### config.mk
export PLATFORM = sky130hd
export DESIGN_NAME = sfp_tx_scheduler
export DESIGN_NICKNAME = d
export VERILOG_FILES = /design/src/rtl/sfp_tx_scheduler.sv
export SDC_FILE = /design/constraint.sdc
export NUM_CORES = 1
export LEC_CHECK = 0
export ABC_CLOCK_PERIOD_IN_PS = 5400
export CORE_MARGIN = 3
export CORE_UTILIZATION = 35
export DETAILED_ROUTE_END_ITERATION = 10
export PLACE_DENSITY = 0.62
export SYNTH_ARGS = -nofsm -noshare
export SYNTH_HDL_FRONTEND = slang
export SYNTH_SLANG_ARGS = --single-unit
### constraint.sdc
create_clock -name clk -period 5.4 [get_ports clk]
set_input_delay 1.35 -clock clk [delete_from_list [all_inputs] [get_ports clk]]
set_output_delay 1.35 -clock clk [all_outputs]
set_load 0.01 [all_outputs]
### src/rtl/sfp_tx_scheduler.sv
// -----------------------------------------------------------------------------
// sfp_tx_scheduler
//
// Shares one 32-bit GT TX lane between two stream requesters (ch0 = video,
// ch1 = auxiliary/control). Each granted burst is framed with per-channel
// START/END K-words, empty cycles carry the idle word, and a clock-correction
// sequence is inserted periodically. Lives in the tx_user_clk domain between
// the encoders and the transceiver.
//
// Ports:
//   clk           TX user clock
//   rst           synchronous active-high reset
//   tx_enable     link up; new grants are only issued while high
//   ch0_valid     ch0 payload valid
//   ch0_ready     ch0 payload accepted this cycle
//   ch0_data      ch0 payload word
//   ch0_last      ch0 final beat of frame
//   ch1_valid     ch1 payload valid
//   ch1_ready     ch1 payload accepted this cycle
//   ch1_data      ch1 payload word
//   ch1_last      ch1 final beat of frame
//   gt_txdata     registered lane data
//   gt_txcharisk  registered K-character flags
//   busy          high in any state other than ARB
//
// Optional feature macro: SFP_TX_SCHED_STATS_EN
//   When defined, adds ch0_bursts[15:0], ch1_bursts[15:0] (count TAIL beats
//   per channel) and cc_count[15:0] (counts CC entries). All wrap at 16 bits
//   and are cleared by rst. When undefined these ports do not exist.
//
// Parameter legal ranges: CC_PERIOD 16..65535, CC_LEN 1..15,
// MAX_BURST 2..65535.
// -----------------------------------------------------------------------------
//
// state   | meaning
// --------+-----------------------------------------------------------------
// ARB     | idle word on lane; service pending CC first, else grant (RR)
// CC      | CC_WORD for CC_LEN cycles
// HDR     | START marker of the granted channel, one cycle
// PAYLOAD | forward granted channel's beats; idle word when it stalls
// TAIL    | END marker of the granted channel, one cycle
//
module sfp_tx_scheduler #(
  parameter logic [31:0] START0    = 32'h55a105bc,
  parameter logic [31:0] END0      = 32'h55a107bc,
  parameter logic [31:0] START1    = 32'h55a106bc,
  parameter logic [31:0] END1      = 32'h55a108bc,
  parameter logic [31:0] IDLE_WORD = 32'h55a109bc,
  parameter logic [31:0] CC_WORD   = 32'h1c1c1cbc,
  parameter int unsigned CC_PERIOD = 5000,
  parameter int unsigned CC_LEN    = 4,
  parameter int unsigned MAX_BURST = 256
) (
  input  logic        clk,
  input  logic        rst,
  input  logic        tx_enable,
  input  logic        ch0_valid,
  output logic        ch0_ready,
  input  logic [31:0] ch0_data,
  input  logic        ch0_last,
  input  logic        ch1_valid,
  output logic        ch1_ready,
  input  logic [31:0] ch1_data,
  input  logic        ch1_last,
  output logic [31:0] gt_txdata,
  output logic [3:0]  gt_txcharisk,
  output logic        busy
`ifdef SFP_TX_SCHED_STATS_EN
  ,
  output logic [15:0] ch0_bursts,
  output logic [15:0] ch1_bursts,
  output logic [15:0] cc_count
`endif
);

  localparam logic [3:0]  K_CTRL = 4'b0001;
  localparam logic [3:0]  K_CC   = 4'b1111;
  localparam logic [3:0]  K_DATA = 4'b0000;

  // Terminal-count values for the three timers.
  localparam logic [15:0] CC_TC        = 16'(CC_PERIOD - 1);
  localparam logic [3:0]  CC_LEFT_INIT = 4'(CC_LEN - 1);
  localparam logic [15:0] BEAT_TC      = 16'(MAX_BURST - 1);

  typedef enum logic [2:0] {
    ST_ARB     = 3'd0,
    ST_CC      = 3'd1,
    ST_HDR     = 3'd2,
    ST_PAYLOAD = 3'd3,
    ST_TAIL    = 3'd4
  } state_t;

  state_t      state_q, state_d;
  logic        grant_q, grant_d;   // 0 = ch0, 1 = ch1
  logic        rr_q, rr_d;         // channel preferred when both are valid
  logic [3:0]  cc_left_q, cc_left_d;
  logic [15:0] beat_cnt_q, beat_cnt_d;
  logic [15:0] cc_cnt_q;
  logic        cc_pending_q;
  logic        cc_wrap;
  logic        cc_take;
  logic [31:0] word_d;
  logic [3:0]  k_d;

  // Granted-channel view of the payload interface.
  logic        g_valid;
  logic [31:0] g_data;
  logic        g_last;

  assign g_valid = grant_q ? ch1_valid : ch0_valid;
  assign g_data  = grant_q ? ch1_data  : ch0_data;
  assign g_last  = grant_q ? ch1_last  : ch0_last;

  assign busy    = (state_q != ST_ARB);
  assign cc_wrap = (cc_cnt_q == CC_TC);

  // ---------------------------------------------------------------------------
  // Next-state, lane word selection and ready generation
  // ---------------------------------------------------------------------------
  always_comb begin
    state_d    = state_q;
    grant_d    = grant_q;
    rr_d       = rr_q;
    cc_left_d  = cc_left_q;
    beat_cnt_d = beat_cnt_q;
    cc_take    = 1'b0;
    word_d     = IDLE_WORD;
    k_d        = K_CTRL;
    ch0_ready  = 1'b0;
    ch1_ready  = 1'b0;

    case (state_q)
      ST_ARB: begin
        // Clock correction always wins over a new grant so its latency is
        // bounded by one burst.
        if (cc_pending_q) begin
          cc_take   = 1'b1;
          cc_left_d = CC_LEFT_INIT;
          state_d   = ST_CC;
        end else if (tx_enable && (ch0_valid || ch1_valid)) begin
          if (ch0_valid && ch1_valid) begin
            grant_d = rr_q;
          end else begin
            grant_d = ch1_valid;
          end
          rr_d    = ~grant_d;
          state_d = ST_HDR;
        end
      end

      ST_CC: begin
        word_d = CC_WORD;
        k_d    = K_CC;
        if (cc_left_q == 4'd0) begin
          state_d = ST_ARB;
        end else begin
          cc_left_d = cc_left_q - 4'd1;
        end
      end

      ST_HDR: begin
        word_d     = grant_q ? START1 : START0;
        beat_cnt_d = 16'd0;
        state_d    = ST_PAYLOAD;
      end

      ST_PAYLOAD: begin
        // Ready depends only on state and grant, never on valid.
        ch0_ready = ~grant_q;
        ch1_ready = grant_q;
        if (g_valid) begin
          word_d     = g_data;
          k_d        = K_DATA;
          beat_cnt_d = beat_cnt_q + 16'd1;
          // last and the MAX_BURST-th beat together give a single exit.
          if (g_last || (beat_cnt_q == BEAT_TC)) begin
            state_d = ST_TAIL;
          end
        end
      end

      ST_TAIL: begin
        word_d  = grant_q ? END1 : END0;
        state_d = ST_ARB;
      end

      default: begin
        state_d = ST_ARB;
      end
    endcase
  end

  // ---------------------------------------------------------------------------
  // State and lane output registers
  // ---------------------------------------------------------------------------
  always_ff @(posedge clk) begin
    if (rst) begin
      state_q      <= ST_ARB;
      grant_q      <= 1'b0;
      rr_q         <= 1'b0;
      cc_left_q    <= 4'd0;
      beat_cnt_q   <= 16'd0;
      gt_txdata    <= IDLE_WORD;
      gt_txcharisk <= K_CTRL;
    end else begin
      state_q      <= state_d;
      grant_q      <= grant_d;
      rr_q         <= rr_d;
      cc_left_q    <= cc_left_d;
      beat_cnt_q   <= beat_cnt_d;
      gt_txdata    <= word_d;
      gt_txcharisk <= k_d;
    end
  end

  // ---------------------------------------------------------------------------
  // Clock-correction request timer. Free-running regardless of tx_enable.
  // Taking the request has priority over a coincident wrap, so a wrap that
  // lands while a request is still pending is absorbed.
  // ---------------------------------------------------------------------------
  always_ff @(posedge clk) begin
    if (rst) begin
      cc_cnt_q     <= 16'd0;
      cc_pending_q <= 1'b0;
    end else begin
      cc_cnt_q <= cc_wrap ? 16'd0 : (cc_cnt_q + 16'd1);
      if (cc_take) begin
        cc_pending_q <= 1'b0;
      end else if (cc_wrap) begin
        cc_pending_q <= 1'b1;
      end
    end
  end

`ifdef SFP_TX_SCHED_STATS_EN
  always_ff @(posedge clk) begin
    if (rst) begin
      ch0_bursts <= 16'd0;
      ch1_bursts <= 16'd0;
      cc_count   <= 16'd0;
    end else begin
      if ((state_q == ST_TAIL) && !grant_q) begin
        ch0_bursts <= ch0_bursts + 16'd1;
      end
      if ((state_q == ST_TAIL) && grant_q) begin
        ch1_bursts <= ch1_bursts + 16'd1;
      end
      if (cc_take) begin
        cc_count <= cc_count + 16'd1;
      end
    end
  end
`endif

endmodule

Word-level counts from Yosys, hierarchy flattened
Cells that the tools add are included.
{"block": "op_classes", "muxes": 28, "n_eq_ne": 12, "add_sub_neg": 3, "reduce_logical": 15, "n_bitwise": 3}
{"cell": "32-bit case mux with 4 select lines", "n": 1}
{"cell": "32-bit two-way mux", "n": 2}
{"cell": "16-bit by 1-bit adder with 16-bit output, second input constant", "n": 2}
{"cell": "16-bit case mux with 2 select lines", "n": 1}
{"cell": "16-bit by 13-bit == test with 1-bit output, second input constant", "n": 1}
{"cell": "16-bit by 8-bit == test with 1-bit output, second input constant", "n": 1}
{"cell": "16-bit two-way mux", "n": 1}
{"cell": "4-bit case mux with 2 select lines", "n": 2}
{"cell": "3-bit two-way mux", "n": 5}
{"cell": "12-bit two-way mux", "n": 1}
{"cell": "3-bit case mux with 4 select lines", "n": 1}
{"cell": "1-bit two-way mux", "n": 11}
{"cell": "10-bit two-way mux", "n": 1}
{"cell": "2-bit inequality test, second input constant", "n": 5}
{"cell": "4-bit two-way mux", "n": 2}
{"cell": "3-bit by 2-bit == test with 1-bit output, second input constant", "n": 2}
{"cell": "3-bit AND reduction", "n": 2}
{"cell": "4-bit logical NOT", "n": 1}
{"cell": "4-bit AND reduction", "n": 1}
{"cell": "2-bit nonzero test", "n": 2}
{"cell": "2-bit OR reduction", "n": 2}
{"cell": "4-bit by 1-bit subtractor with 4-bit output, second input constant", "n": 1}
{"cell": "3-bit by 1-bit == test with 1-bit output, second input constant", "n": 1}
{"cell": "3-bit == test, second input constant", "n": 1}
{"cell": "7 further kinds", "n": 11}
{"block": "totals", "elab_cells": 70, "register_bits": 78, "output_inout_bits": 39}

Depth between registers and ports, before layout
{"block": "depth", "word_depth": 6, "depth_mapped": 7, "ltp_nobuf": 6}

Worst setup path after synthesis
Ideal clock, no wire load.
{"block": "synth_timing", "kind": "reg-to-output", "start": "register grant_q", "end": "output port ch1_ready", "required_ps": 4050, "arrival_time_ps": 1264, "stages_incl_launch_ff": 5, "path_slack_ps": 2786, "path_buffers": 3, "path_cell_list": "dfxtp_1 buf_6 buf_2 buf_1 and2_1"}
{"block": "synth_between", "elab_chain_cells": 1}
{"item": "start: declaration", "line": "94", "source": "logic grant_q, grant_d;"}
{"item": "start signal: assignment", "line": "207", "source": "grant_q <= grant_d;"}
{"item": "1-bit two-way mux", "line": "132", "source": "case (state_q)"}
{"item": "end: declaration", "line": "62", "source": "output logic ch1_ready,"}
Every way passes these cells.

Final worst setup path
{"block": "layout_timing", "start": "register state_q[0]", "end": "output port ch0_ready"}
{"block": "layout_between", "elab_chain_cells": 2}
{"item": "start: declaration", "line": "93", "source": "state_t state_q, state_d;"}
{"item": "start signal: assignment", "line": "206", "source": "state_q <= state_d;"}
{"item": "3-bit by 2-bit == test with 1-bit output", "line": "132"}
{"item": "1-bit two-way mux", "line": "132"}
{"item": "end: declaration", "line": "58", "source": "output logic ch0_ready,"}
Every way passes these cells.

==> results.ini <==
[logic_synthesis]
ys_types = 54
yosys.area.top_type = dfxtp_1
postSynthNetCount = 456
netlist.area_leader.share = 0.443
netlist_instances = 381
synth-edff-count = 0
ys_warn_count = 0
ys.flop_type = dfxtp_1
synthTopCellsByArea = dfxtp_1, mux2i_1, nor2_1, xnor2_1, a21oi_1
syn_avg_cell_area_sq_um = 9.02
syn_area_sq_um = 3440
yosysSeqAreaShare = 0.443
ys_seq_elements = 76
ys_async_sr_fraction = 0

[final_layout]
syn2layout_area_growth_pct = 38.7
mostFrequentLayoutCells = clkdlybuf4s50_1, dfxtp_1, nor2_1
drive_gt1_frac = 0.0680
fin_util = 0.509
diodes = 0
layout_commonest_cell = clkdlybuf4s50_1
fill_cells = 887
final_cell_count_no_fill = 614
finalInstanceArea_sq_um = 4770
nets = 556

[drt]
wl_um = 8720
via_count = 3118
topRoutingLayerUsed = met4
drc = 0
avgRoutedWirePerCell_um = 14.2
avgViaCountPerCell = 5.08
met1_length_um = 3850
drtAntennaViolNets = 0
wl_met2_um = 4200
firstDrtPassIters = 4
drt_iter0_markers = 205
wl_met3_um = 624

[placed_design]
dp_hpwl_um = 6580
placed_cells = 599
postPlaceCellArea_sq_um = 4580
port-buffer-count = 109
gp_congestion = 0.795
pre_cts_ws_ps = 2150

[cts]
htree_levels = 3
clkTransAtPathRegs_ps = 80
cts_inserted_buffers = 9
cts.path.max_buffers = 2
cts.sinks = 76
clk_latency_ps = 340
holdBufCountCts = 0
cts_resized = 0
post_cts_buffers = 0
root_buffer = clkbuf_8
cts_tree = yes

[global_route]
antenna_found_initial = 0
track_usage = 0.158
grt_max_degree = 38
grt_pass1_wl_um = 14300
grt_overflow = 0
grt_pass1_vias = 2855

[worst_setup_path]
slowest_delay_ps = 730
worstSetupEndpointType = primary output
arrival_ps = 2170
cp_max_fo = 21
path_class = flop to primary output
cpMaxStageDelayCell = dfxtp_1
worst-r2r-cell-count = 4
path_cells = nand3b_1, nor2_1, clkdlybuf4s50_1
worstPathRequired_ps = 4050
start_kind = flop

[floorplan]
rows = 35
floorplan.die.height_um = 105
start_util = 0.367
ios = 110
die-area_sq_um = 11000
coreArea_sq_um = 9370
die_x_um = 105

[sta]
hold_viol_final = 0
min_period_over_period = 0.653
hold_ws_ps = 464
setup_viol = 0
fin_tns_setup_ps = 0
max_freq_ghz = 0.284
finClkSkew_ps = 9.19
finalWorstSetupSlack_ps = 1880
rsz0062_at_grt = no
period_minus_slack_ps = 3520
final_max_slew_viol_count = 0
slew_headroom = 0.368
worst_slew_pin_slew_ps = 948

[power_and_ir_drop]
power_mw = 1.15
power_density_nw_per_um2 = 242
leakage_nw = 1.65
ir_drop_uv = 103

[min_path]
hold_path_depth = 1
worst_hold_path_type = flop to flop

[run]
max_cap_violations = 0

[outcome]
status = completed

## registers in the layout (all words and copies together), names as in the netlist
name          cells
gt_txdata        32
rr_q              1
state_q           3
cc_pending_q      1
beat_cnt_q       16
cc_left_q         4
cc_cnt_q         16
grant_q           1
gt_txcharisk      2
## cells by family (layout without fill, tap and decap cells)
| kind of cell | count (synthesis) | count (layout) | share of synthesized area |
|---|---|---|---|
| XOR/XNOR | 16 | 16 | 0.0408 |
| flip-flops | 76 | 76 | 0.443 |
| adder cells (fa/ha/maj) | 4 | 4 | 0.0146 |
| AND/OR/NAND/NOR | 153 | 153 | 0.232 |
| buffers and inverters | 33 | 137 | 0.0477 |
| multiplexers | 30 | 30 | 0.0921 |
| AO/OA/AOI/OAI | 69 | 69 | 0.130 |
## final timing paths
| check | start | end | slack, ps |
|---|---|---|---|
| setup reg to reg | grant_q$_SDFFE_PP0P_ | beat_cnt_q[13]$_SDFFE_PP0P_ | 2960 |
| setup / recovery | state_q[0]$_SDFFE_PP0P_ | ch0_ready | 1880 |
| hold / removal | cc_cnt_q[0]$_SDFF_PP0_ | cc_cnt_q[0]$_SDFF_PP0_ | 460 |
| hold reg to reg | cc_cnt_q[0]$_SDFF_PP0_ | cc_cnt_q[0]$_SDFF_PP0_ | 460 |
## synth_stat cells, types with 9 or more instances
cell type,instances
clkbuf_1,9
nand2_1,26
o21ai_0,11
mux2_2,10
nand3_1,13
inv_1,12
nor2_1,49
mux2i_1,19
dfxtp_1,76
xnor2_1,14
a21oi_1,24
or4_1,10
## area by class of cell
cell class,count,area [sq um],share of cell area
Inverter,12,45.0,0.00944
Timing Repair Buffer,110,1100,0.230
Tap cell,129,161,0.0338
Sequential cell,76,1520,0.319
Clock inverter,6,65.1,0.0136
Clock buffer,9,124,0.0260
Multi-Input combinational cell,272,1750,0.368
## critical path, delay by kind of cell (launching register included)
family                 cells  cell delay (ps)
buffers and inverters      1              550
AND/OR/NAND/NOR            2              560
flip-flops                 1              730
## report_power, final
part	internal [mW]	switching, mW	leakage (nW)
Sequential	0.569	0.0183	0.615
Combinational	0.0873	0.0590	0.938
Clock	0.212	0.207	0.0955
## metal layers
layer,vias up,GRT usage
li1,1568,-
met1,1439,0.202
met2,107,0.256
met3,4,0.0550
met4,0,0.0375
met5,-,0
Power figures use the tool's default switching activity.
